## src/rtl/FIFO_pkg.sv

```systemverilog
// Shared defaults, derived widths and status types for the synchronous FIFO family.
package FIFO_pkg;

  localparam int FIFO_WIDTH_DEF    = 32;
  localparam int FIFO_DEPTH_DEF    = 16;
  localparam int AFULL_THRESH_DEF  = FIFO_DEPTH_DEF - 2;
  localparam int AEMPTY_THRESH_DEF = 2;
  localparam int FWFT_DEF          = 0;

  // One extra pointer bit beyond the address distinguishes full from empty.
  localparam int PTR_W = $clog2(FIFO_DEPTH_DEF) + 1;

  typedef enum logic {
    READ_REGISTERED = 1'b0,
    READ_FWFT       = 1'b1
  } read_mode_e;

  typedef struct packed {
    logic full;
    logic almost_full;
    logic empty;
    logic almost_empty;
    logic overflow;
    logic underflow;
  } fifo_status_s;

  function automatic int ptr_width(input int depth);
    return $clog2(depth) + 1;
  endfunction

  function automatic bit is_pow2(input int value);
    return (value > 0) && ((value & (value - 1)) == 0);
  endfunction

endpackage

```

## src/rtl/sync_fifo_mem.sv

```systemverilog
// FIFO storage: register array with one synchronous write port and one asynchronous read port.
module sync_fifo_mem #(
  parameter int WIDTH  = 32,
  parameter int DEPTH  = 16,
  parameter int ADDR_W = $clog2(DEPTH)
) (
  input  logic              clk,
  input  logic              wrEn_i,
  input  logic [ADDR_W-1:0] wrAddr_i,
  input  logic [WIDTH-1:0]  wrData_i,
  input  logic [ADDR_W-1:0] rdAddr_i,
  output logic [WIDTH-1:0]  rdData_o
);

  // Contents are deliberately left unreset; validity is tracked by the pointers.
  logic [WIDTH-1:0] mem_q [DEPTH];

  always_ff @(posedge clk) begin
    if (wrEn_i) begin
      mem_q[wrAddr_i] <= wrData_i;
    end
  end

  assign rdData_o = mem_q[rdAddr_i];

endmodule

```

## src/rtl/sync_fifo_flags.sv

```systemverilog
// Single-clock FIFO with occupancy count, threshold flags, error pulses and selectable FWFT read mode.
module sync_fifo_flags
  import FIFO_pkg::*;
#(
  parameter int FIFO_WIDTH    = FIFO_WIDTH_DEF,
  parameter int FIFO_DEPTH    = FIFO_DEPTH_DEF,
  parameter int AFULL_THRESH  = FIFO_DEPTH - 2,
  parameter int AEMPTY_THRESH = AEMPTY_THRESH_DEF,
  parameter int FWFT          = FWFT_DEF
) (
  input  logic                        clk,
  input  logic                        rst_n,
  input  logic [FIFO_WIDTH-1:0]       data_in,
  input  logic                        w_en,
  input  logic                        r_en,
  output logic [FIFO_WIDTH-1:0]       data_out,
  output logic                        data_valid,
  output logic                        empty,
  output logic                        full,
  output logic                        almost_empty,
  output logic                        almost_full,
  output logic [$clog2(FIFO_DEPTH):0] fill_count,
  output logic                        overflow,
  output logic                        underflow
);

  localparam int PtrW  = ptr_width(FIFO_DEPTH);
  localparam int AddrW = PtrW - 1;

  localparam logic [PtrW-1:0] PtrOne  = PtrW'(1);
  localparam logic [PtrW-1:0] AFullT  = PtrW'(AFULL_THRESH);
  localparam logic [PtrW-1:0] AEmptyT = PtrW'(AEMPTY_THRESH);

  localparam read_mode_e ReadMode = (FWFT != 0) ? READ_FWFT : READ_REGISTERED;

  if (!is_pow2(FIFO_DEPTH) || (FIFO_DEPTH < 4)) begin : gBadDepth
    $error("sync_fifo_flags: FIFO_DEPTH must be a power of two and at least 4");
  end
  if ((AFULL_THRESH < 1) || (AFULL_THRESH > FIFO_DEPTH)) begin : gBadAFull
    $error("sync_fifo_flags: AFULL_THRESH must lie in 1..FIFO_DEPTH");
  end
  if ((AEMPTY_THRESH < 0) || (AEMPTY_THRESH > FIFO_DEPTH - 1)) begin : gBadAEmpty
    $error("sync_fifo_flags: AEMPTY_THRESH must lie in 0..FIFO_DEPTH-1");
  end
  if (FIFO_WIDTH < 1) begin : gBadWidth
    $error("sync_fifo_flags: FIFO_WIDTH must be at least 1");
  end

  logic [PtrW-1:0]       wrPtr_q, wrPtr_d;
  logic [PtrW-1:0]       rdPtr_q, rdPtr_d;
  logic [PtrW-1:0]       fillCount_q, fillCount_d;
  fifo_status_s          status_q, status_d;
  logic                  rdAccept;
  logic                  wrAccept;
  logic [FIFO_WIDTH-1:0] memRdData;

  // Reads only see entries already present before this edge; a full FIFO
  // still takes a write when a read frees a slot in the same cycle.
  always_comb begin
    rdAccept    = r_en && !status_q.empty;
    wrAccept    = w_en && (!status_q.full || rdAccept);

    wrPtr_d     = wrAccept ? (wrPtr_q + PtrOne) : wrPtr_q;
    rdPtr_d     = rdAccept ? (rdPtr_q + PtrOne) : rdPtr_q;
    fillCount_d = wrPtr_d - rdPtr_d;

    status_d              = '0;
    status_d.empty        = (wrPtr_d == rdPtr_d);
    status_d.full         = (wrPtr_d[AddrW-1:0] == rdPtr_d[AddrW-1:0]) &&
                            (wrPtr_d[PtrW-1] != rdPtr_d[PtrW-1]);
    status_d.almost_full  = (fillCount_d >= AFullT);
    status_d.almost_empty = (fillCount_d <= AEmptyT);
    status_d.overflow     = w_en && !wrAccept;
    status_d.underflow    = r_en && status_q.empty;
  end

  always_ff @(posedge clk or negedge rst_n) begin
    if (!rst_n) begin
      wrPtr_q               <= '0;
      rdPtr_q               <= '0;
      fillCount_q           <= '0;
      status_q              <= '0;
      status_q.empty        <= 1'b1;
      status_q.almost_empty <= 1'b1;
    end else begin
      wrPtr_q     <= wrPtr_d;
      rdPtr_q     <= rdPtr_d;
      fillCount_q <= fillCount_d;
      status_q    <= status_d;
    end
  end

  sync_fifo_mem #(
    .WIDTH  (FIFO_WIDTH),
    .DEPTH  (FIFO_DEPTH),
    .ADDR_W (AddrW)
  ) uMem (
    .clk      (clk),
    .wrEn_i   (wrAccept),
    .wrAddr_i (wrPtr_q[AddrW-1:0]),
    .wrData_i (data_in),
    .rdAddr_i (rdPtr_q[AddrW-1:0]),
    .rdData_o (memRdData)
  );

  if (ReadMode == READ_REGISTERED) begin : gRegRead
    logic [FIFO_WIDTH-1:0] dataOut_q, dataOut_d;
    logic                  dataValid_q, dataValid_d;

    always_comb begin
      dataOut_d   = rdAccept ? memRdData : dataOut_q;
      dataValid_d = rdAccept;
    end

    always_ff @(posedge clk or negedge rst_n) begin
      if (!rst_n) begin
        dataOut_q   <= '0;
        dataValid_q <= 1'b0;
      end else begin
        dataOut_q   <= dataOut_d;
        dataValid_q <= dataValid_d;
      end
    end

    assign data_out   = dataOut_q;
    assign data_valid = dataValid_q;
  end else begin : gFwftRead
    // Head entry is shown directly; zero while empty keeps reset output clean.
    assign data_out   = status_q.empty ? '0 : memRdData;
    assign data_valid = !status_q.empty;
  end

  assign empty        = status_q.empty;
  assign full         = status_q.full;
  assign almost_empty = status_q.almost_empty;
  assign almost_full  = status_q.almost_full;
  assign overflow     = status_q.overflow;
  assign underflow    = status_q.underflow;
  assign fill_count   = fillCount_q;

endmodule

```

## config.mk

```make
export PLATFORM = sky130hd
export DESIGN_NAME = sync_fifo_flags
export DESIGN_NICKNAME = d
export VERILOG_FILES = /design/src/rtl/FIFO_pkg.sv /design/src/rtl/sync_fifo_mem.sv /design/src/rtl/sync_fifo_flags.sv
export SDC_FILE = /design/constraint.sdc
export NUM_CORES = 1
export LEC_CHECK = 0
export ABC_AREA = 1
export BUFFER_PORTS_ARGS = -buffer_cell sky130_fd_sc_hd__buf_4
export CORE_ASPECT_RATIO = 0.75
export CORE_MARGIN = 2
export CORE_UTILIZATION = 49
export CTS_CLUSTER_SIZE = 20
export DETAILED_ROUTE_END_ITERATION = 10
export GPL_TIMING_DRIVEN = 0
export PLACE_DENSITY = 0.65
export SLEW_MARGIN = 20
export SYNTH_ARGS = -nofsm -noshare
export SYNTH_HDL_FRONTEND = slang
export SYNTH_HIERARCHICAL = 1
export SYNTH_SLANG_ARGS = --single-unit
```

## constraint.sdc

```tcl
create_clock -name clk -period 7.8 [get_ports clk]
set_input_delay 1.56 -clock clk [delete_from_list [all_inputs] [get_ports clk]]
set_output_delay 1.56 -clock clk [all_outputs]
set_load 0.1 [all_outputs]
```

==> run_results.csv, run 1 <==
group,metric,value,unit
route,first_pass_iters,6,
clock_network,cts_setup_buffers,0,
power,p_leak,12.4,nW
global_route,grt_pass1_wl,102,mm
clock_network,clk_pin_slew,0.06,ns
floorplan,start_util,49.8,%
power,p_per_area,415,nW/um^2
clock_network,cts_resized,0,
final_layout,syn2layout_area_growth,15.6,%
critical_path,cp_max_fo,18,
global_route,gr-usage-met2,40.8,%
timing,setup_tns,0,ns
route,drcViolationCount,0,
synthesis,syn_inst,2346,
placement,port_buffers,79,
timing,report.final.slew_viol_count,0,
clock_network,cts_root_buf,"clkbuf_16",
final_layout,drive_gt1_share,11.8,%
timing,min_period,3.26,ns
placement,gp_congestion,0.838,
floorplan,die_h,197,um
placement,dp_hpwl,45.7,mm
critical_path,worstPathArrival,3.55,ns
clock_network,clk_latency,0.60,ns
critical_path,cp-start-kind,"primary input",
global_route,antenna_found_initial,2,
synthesis,synth-seq-cells,566,
timing,tightest_slew,0.997,ns
final_layout,diodes,0,
synthesis,synth_seq_area_share,68.4,%
route,first_iter_violations,2263,
clock_network,cts_hold_buf,0,
synthesis,syn-mean-instance-area,10.4,um^2
critical_path,end_kind,"flip-flop",
hold_path,hold_class,"flip-flop to flip-flop",
clock_network,cts_num_sinks,566,
critical_path,cpMostUsedCell,"nand2_4",
clock_network,cts.path.max_buffers,3,
power,vdd_drop_max,0.000331,V
final_layout,nets,2544,
timing,maxSlewHeadroom,33.5,%
global_route,use_met1,39.9,%
global_route,grt_overflow,0,
route,wl_per_cell,21.6,um
synthesis,synth_area,24400,um^2
floorplan,dieArea,51700,um^2
job,cap_violations,0,
final_layout,layout_commonest_cell,"nand2_1",
critical_path,worst-setup-path-type,"primary input to flip-flop",
synthesis,yosysWarnings,6,
synthesis,ys_types,30,
timing,final-hold-violation-count,0,
route,vias,17100,
timing,skew,0.0182,ns
floorplan,rows,70,
timing,period_share,41.8,%
global_route,busiest_layer,"met2",
critical_path,required,8.09,ns
route,via_per_inst,5.37,
floorplan,ios,80,
timing,rsz0062_at_grt,"false",
critical_path,worstPathCellList,"buf_4 > nand2_4 > nand2_4 > nand2_4 > inv_2 > nand3b_1 > nor2_4 > buf_12",
synthesis,synth_nets,2389,
route,drtAntennaViolNets,0,
global_route,grt_use_met3,5.29,%
floorplan,die_w,262,um
outcome,status,"finished, final reports clean",
global_route,grtUsageTotal,27.1,%
timing,hold-worst-slack,0.482,ns
floorplan,core_area,49000,um^2
timing,fmax,306,MHz
clock_network,cts_tree,"built",
clock_network,cts_buffers,54,
global_route,grt_max_degree,55,
critical_path,crit_path_max_incr_delay,0.75,ns
clock_network,cts_max_level,2,
global_route,grt_pass1_vias,16100,
timing,setup_viol,0,
power,p_total,0.0117,W
route,wirelength,69.1,mm
final_layout,mostFrequentLayoutCells,"nand2_1 (799), edfxtp_1 (512), inv_1 (406)",
critical_path,cp_slowest_cell,"nor2_4",
## registers in the layout, indices dropped and copies added (netlist names)
| signal | count |
|---|---|
| almost_empty | 1 |
| data_out | 32 |
| wrPtr_q | 5 |
| rdPtr_q | 5 |
| uMem/mem_q | 512 |
| full | 1 |
| empty | 1 |
| fill_count | 5 |
| overflow | 1 |
| almost_full | 1 |
| data_valid | 1 |
| underflow | 1 |
## layer usage
metal | routed length, um | share of wire (%) | vias to the layer above
li1 | - | - | 7845
met2 | 30500 | 44 | 939
met3 | 7600 | 11 | 134
met1 | 29100 | 42 | 8224
met4 | 1930 | 2.8 | 2
met5 | 14 | 0.020 | -
## synthesized netlist by cell type
| cell | n | area, um^2 |
|---|---|---|
| clkbuf_1 | 17 | 63.8 |
| buf_1 | 16 | 60.1 |
| inv_1 | 406 | 1520 |
| nor2_1 | 21 | 78.8 |
| buf_4 | 6 | 45.0 |
| nand3b_1 | 3 | 22.5 |
| nor3_1 | 2 | 10.0 |
| nor3b_2 | 1 | 12.5 |
| inv_4 | 1 | 6.26 |
| nand4_1 | 1 | 6.26 |
| nand3_1 | 395 | 1980 |
| inv_2 | 6 | 22.5 |
| xor2_1 | 6 | 52.6 |
| buf_2 | 42 | 210 |
| buf_12 | 1 | 20.0 |
| ha_1 | 7 | 87.6 |
| nand3_2 | 1 | 10.0 |
| dfstp_2 | 2 | 52.6 |
| xnor2_1 | 3 | 26.3 |
| xnor2_2 | 1 | 16.3 |
| o21a_1 | 1 | 7.51 |
| dfrtp_1 | 52 | 1300 |
| a21oi_1 | 3 | 15.0 |
| buf_6 | 29 | 327 |
| edfxtp_1 | 512 | 15400 |
| nand2_1 | 799 | 3000 |
| nand2_2 | 5 | 31.3 |
| nand2_4 | 5 | 56.3 |
| nand4_2 | 1 | 12.5 |
| nor2_8 | 1 | 20.0 |
## cells by family after synthesis
kind of cell | count (synthesis) | share of synthesized area, %
AO/OA/AOI/OAI | 4 | 0.0921
XOR/XNOR | 10 | 0.389
adder cells (fa/ha/maj) | 7 | 0.358
buffers and inverters | 524 | 9.32
flip-flops | 566 | 68.4
AND/OR/NAND/NOR | 1235 | 21.4
## critical path, delay by kind of cell
family	cells	cell delay, ns
buffers and inverters	3	0.52
and+or+nand+nor	5	1.44
## cell type report
class | instances | area [um^2]
clock buffers | 76 | 1490
multi-input cells | 1256 | 5560
fillers | 4026 | 20800
clock inverters | 26 | 307
well taps | 648 | 811
repair buffers | 99 | 1080
plain buffers | 111 | 726
inverters | 413 | 1550
flip-flops and latches | 566 | 16700
## per-stage QoR
stage               util, %  std cells  area, um^2  setup WS [ns]
floorplan                 -       2346       24400           3.95
global route           57.6       3195       28300           4.50
CTS                    57.6       3195       28300           4.61
global placement       52.7       3073       25900           2.00
detailed placement     54.0       3093       26500           3.98
finish                 57.6       3195       28300           4.54
## power breakdown
part / total (W) / switching [W] / internal, W
clock network: 0.00268 / 0.00114 / 0.00154
registers: 0.00392 / 0.000156 / 0.00376
logic: 0.00515 / 0.00380 / 0.00135
## final timing paths
check | slack, ns | to | start | cells after the start
min | 0.48 | data_out[4] | data_out[4] | 2
min reg2reg | 0.48 | data_out[4] | data_out[4] | 2
max reg2reg | 5.14 | uMem/mem_q[5][11] | empty | 8
max | 4.54 | uMem/mem_q[5][11] | r_en | 8
max in group asynchronous | 6.18 | data_out[17] | rst_n | 1
min in group asynchronous | 1.07 | overflow | rst_n | 1
(Power assumes the default switching activity.)
==> inputs of run 2 (changes only) <==
==> constraint.sdc (replaced) <==
create_clock -name clk -period 3.3 [get_ports clk]
set_input_delay 0.66 -clock clk [delete_from_list [all_inputs] [get_ports clk]]
set_output_delay 0.66 -clock clk [all_outputs]
set_load 0.1 [all_outputs]
==> run 2 against run 1 <==
Wire length about the same. Combinational power up 140%. Setup slack worse by 3.9 ns. Clock skew up 0.00074 ns. Sequential cell count unchanged.
==> run_results.csv, run 2 (synthesized netlist as in run 1, its figures left out) <==
group,metric,value,unit
outcome,status,"finished, final reports clean",
placement,dp_hpwl,45.7,mm
critical_path,worstPathCellList,"inv_2 > nand2_4 > nand2_4 > nand2_4 > inv_2 > nand3b_1 > nor2_4 > buf_12",
placement,port_buffers,79,
route,wirelength,69.1,mm
route,drtAntennaViolNets,0,
critical_path,cp_slowest_cell,"nor2_4",
route,drcViolationCount,0,
critical_path,r2r_cells,8,
final_layout,mostFrequentLayoutCells,"nand2_1 (799), edfxtp_1 (512), inv_1 (406)",
final_layout,final_area,28300,um^2
clock_network,cts.path.max_buffers,3,
clock_network,cts_hold_buf,0,
clock_network,cts_buffers,54,
placement,place_ws,0.377,ns
final_layout,drive_gt1_share,11.8,%
critical_path,end_kind,"flip-flop",
final_layout,regArea,16700,um^2
power,p_per_area,982,nW/um^2
floorplan,die_h,197,um
clock_network,cts_root_buf,"clkbuf_16",
final_layout,multi_input_area,5560,um^2
timing,setup_viol,0,
floorplan,die_w,262,um
timing,maxSlewHeadroom,33.6,%
critical_path,cpMostUsedCell,"nand2_4",
power,vdd_drop_max,0.000784,V
critical_path,worst-setup-path-type,"flip-flop to flip-flop",
placement,gp_congestion,0.838,
clock_network,clk_pin_slew,0.06,ns
final_layout,nets,2544,
final_layout,top_register,"uMem/mem_q",
route,wl_per_cell,21.6,um
timing,setup_tns,0,ns
clock_network,cts_num_sinks,566,
final_layout,syn2layout_area_growth,15.6,%
timing,period_share,80.5,%
critical_path,required,3.59,ns
critical_path,rrSetupSlack,0.64,ns
clock_network,cts_tree,"built",
placement,placed_area,26500,um^2
final_layout,fill_cells,4026,
global_route,grt_pass1_vias,16100,
job,cap_violations,0,
floorplan,rows,70,
final_layout,largest_reg_flops,512,
timing,setup_ws,0.643,ns
global_route,grtUsageTotal,27.1,%
global_route,grt_overflow,0,
critical_path,cp-start-kind,"flip-flop",
floorplan,dieArea,51700,um^2
timing,skew,0.0189,ns
hold_path,hold_class,"primary input to asynchronous set/reset pin",
timing,tightest_slew,0.996,ns
floorplan,ios,80,
critical_path,reg2reg_to,"uMem/mem_q[5][11]",
route,via_per_inst,5.37,
critical_path,cp_max_fo,18,
final_layout,layout_commonest_cell,"nand2_1",
final_layout,diodes,0,
timing,final-hold-violation-count,0,
clock_network,cts_max_level,2,
global_route,grt_pass1_wl,102,mm
clock_network,cts_resized,0,
clock_network,cts_setup_buffers,0,
timing,min_period,2.66,ns
critical_path,r2r_start,"empty",
global_route,grt_max_degree,55,
clock_network,clk_latency,0.60,ns
floorplan,core_area,49000,um^2
power,p_leak,12.4,nW
floorplan,start_util,49.8,%
final_layout,fin_util,57.6,%
route,vias,17200,
critical_path,worstPathArrival,2.95,ns
route,first_pass_iters,5,
critical_path,crit_path_max_incr_delay,0.74,ns
timing,report.final.slew_viol_count,0,
route,first_iter_violations,2206,
timing,fmax,376,MHz
timing,hold-worst-slack,0.168,ns
global_route,antenna_found_initial,2,
timing,rsz0062_at_grt,"false",
[run 2: metal layers]
metal  share of wire [%]  track usage, %  vias to the layer above
li1                    -               -                     7841
met1                  42            39.9                     8243
met2                  44            40.7                      942
met3                  11            5.32                      122
met4                 2.7            8.37                        2
met5               0.020               0                        -
[run 2: stage by stage]
step | total power (W) | cells
2_1_floorplan | 0.0171 | 2346
3_3_place_gp | 0.0209 | 3073
3_5_place_dp | 0.0213 | 3093
4_1_cts | 0.0276 | 3195
5_1_grt | 0.0290 | 3195
6_report | 0.0277 | 3195
[run 2: layout make-up]
type | instances | share of cell area (%)
multi-input combinational | 1256 | 19.7
tap | 648 | 2.87
clock inverter | 26 | 1.08
timing repair buffer | 99 | 3.83
inverter | 413 | 5.49
buffer | 111 | 2.57
clock buffer | 76 | 5.29
sequential | 566 | 59.2
[run 2: worst max-delay path by stage]
stage           from  slack (ns)  depth (start not counted)                end
2_1_floorplan   full        0.17                          5  uMem/mem_q[12][0]
3_3_place_gp    r_en       -1.60                          7  uMem/mem_q[9][18]
3_5_place_dp    r_en        0.38                          8  uMem/mem_q[5][10]
4_1_cts        empty        0.68                          8   uMem/mem_q[5][9]
5_1_grt        empty        0.52                         14       almost_empty
6_report       empty        0.64                          8  uMem/mem_q[5][11]
[run 2: where the power goes]
group	total, W	internal, W	switching [W]
Combinational	0.0122	0.00319	0.00898
Sequential	0.00926	0.00889	0.000370
Clock	0.00633	0.00364	0.00269
[run 2: critical path, delay by kind of cell (launching register included)]
family | cells | cell delay [ns]
buf+inv | 3 | 0.48
simple gates | 5 | 1.43
flops | 1 | 0.41
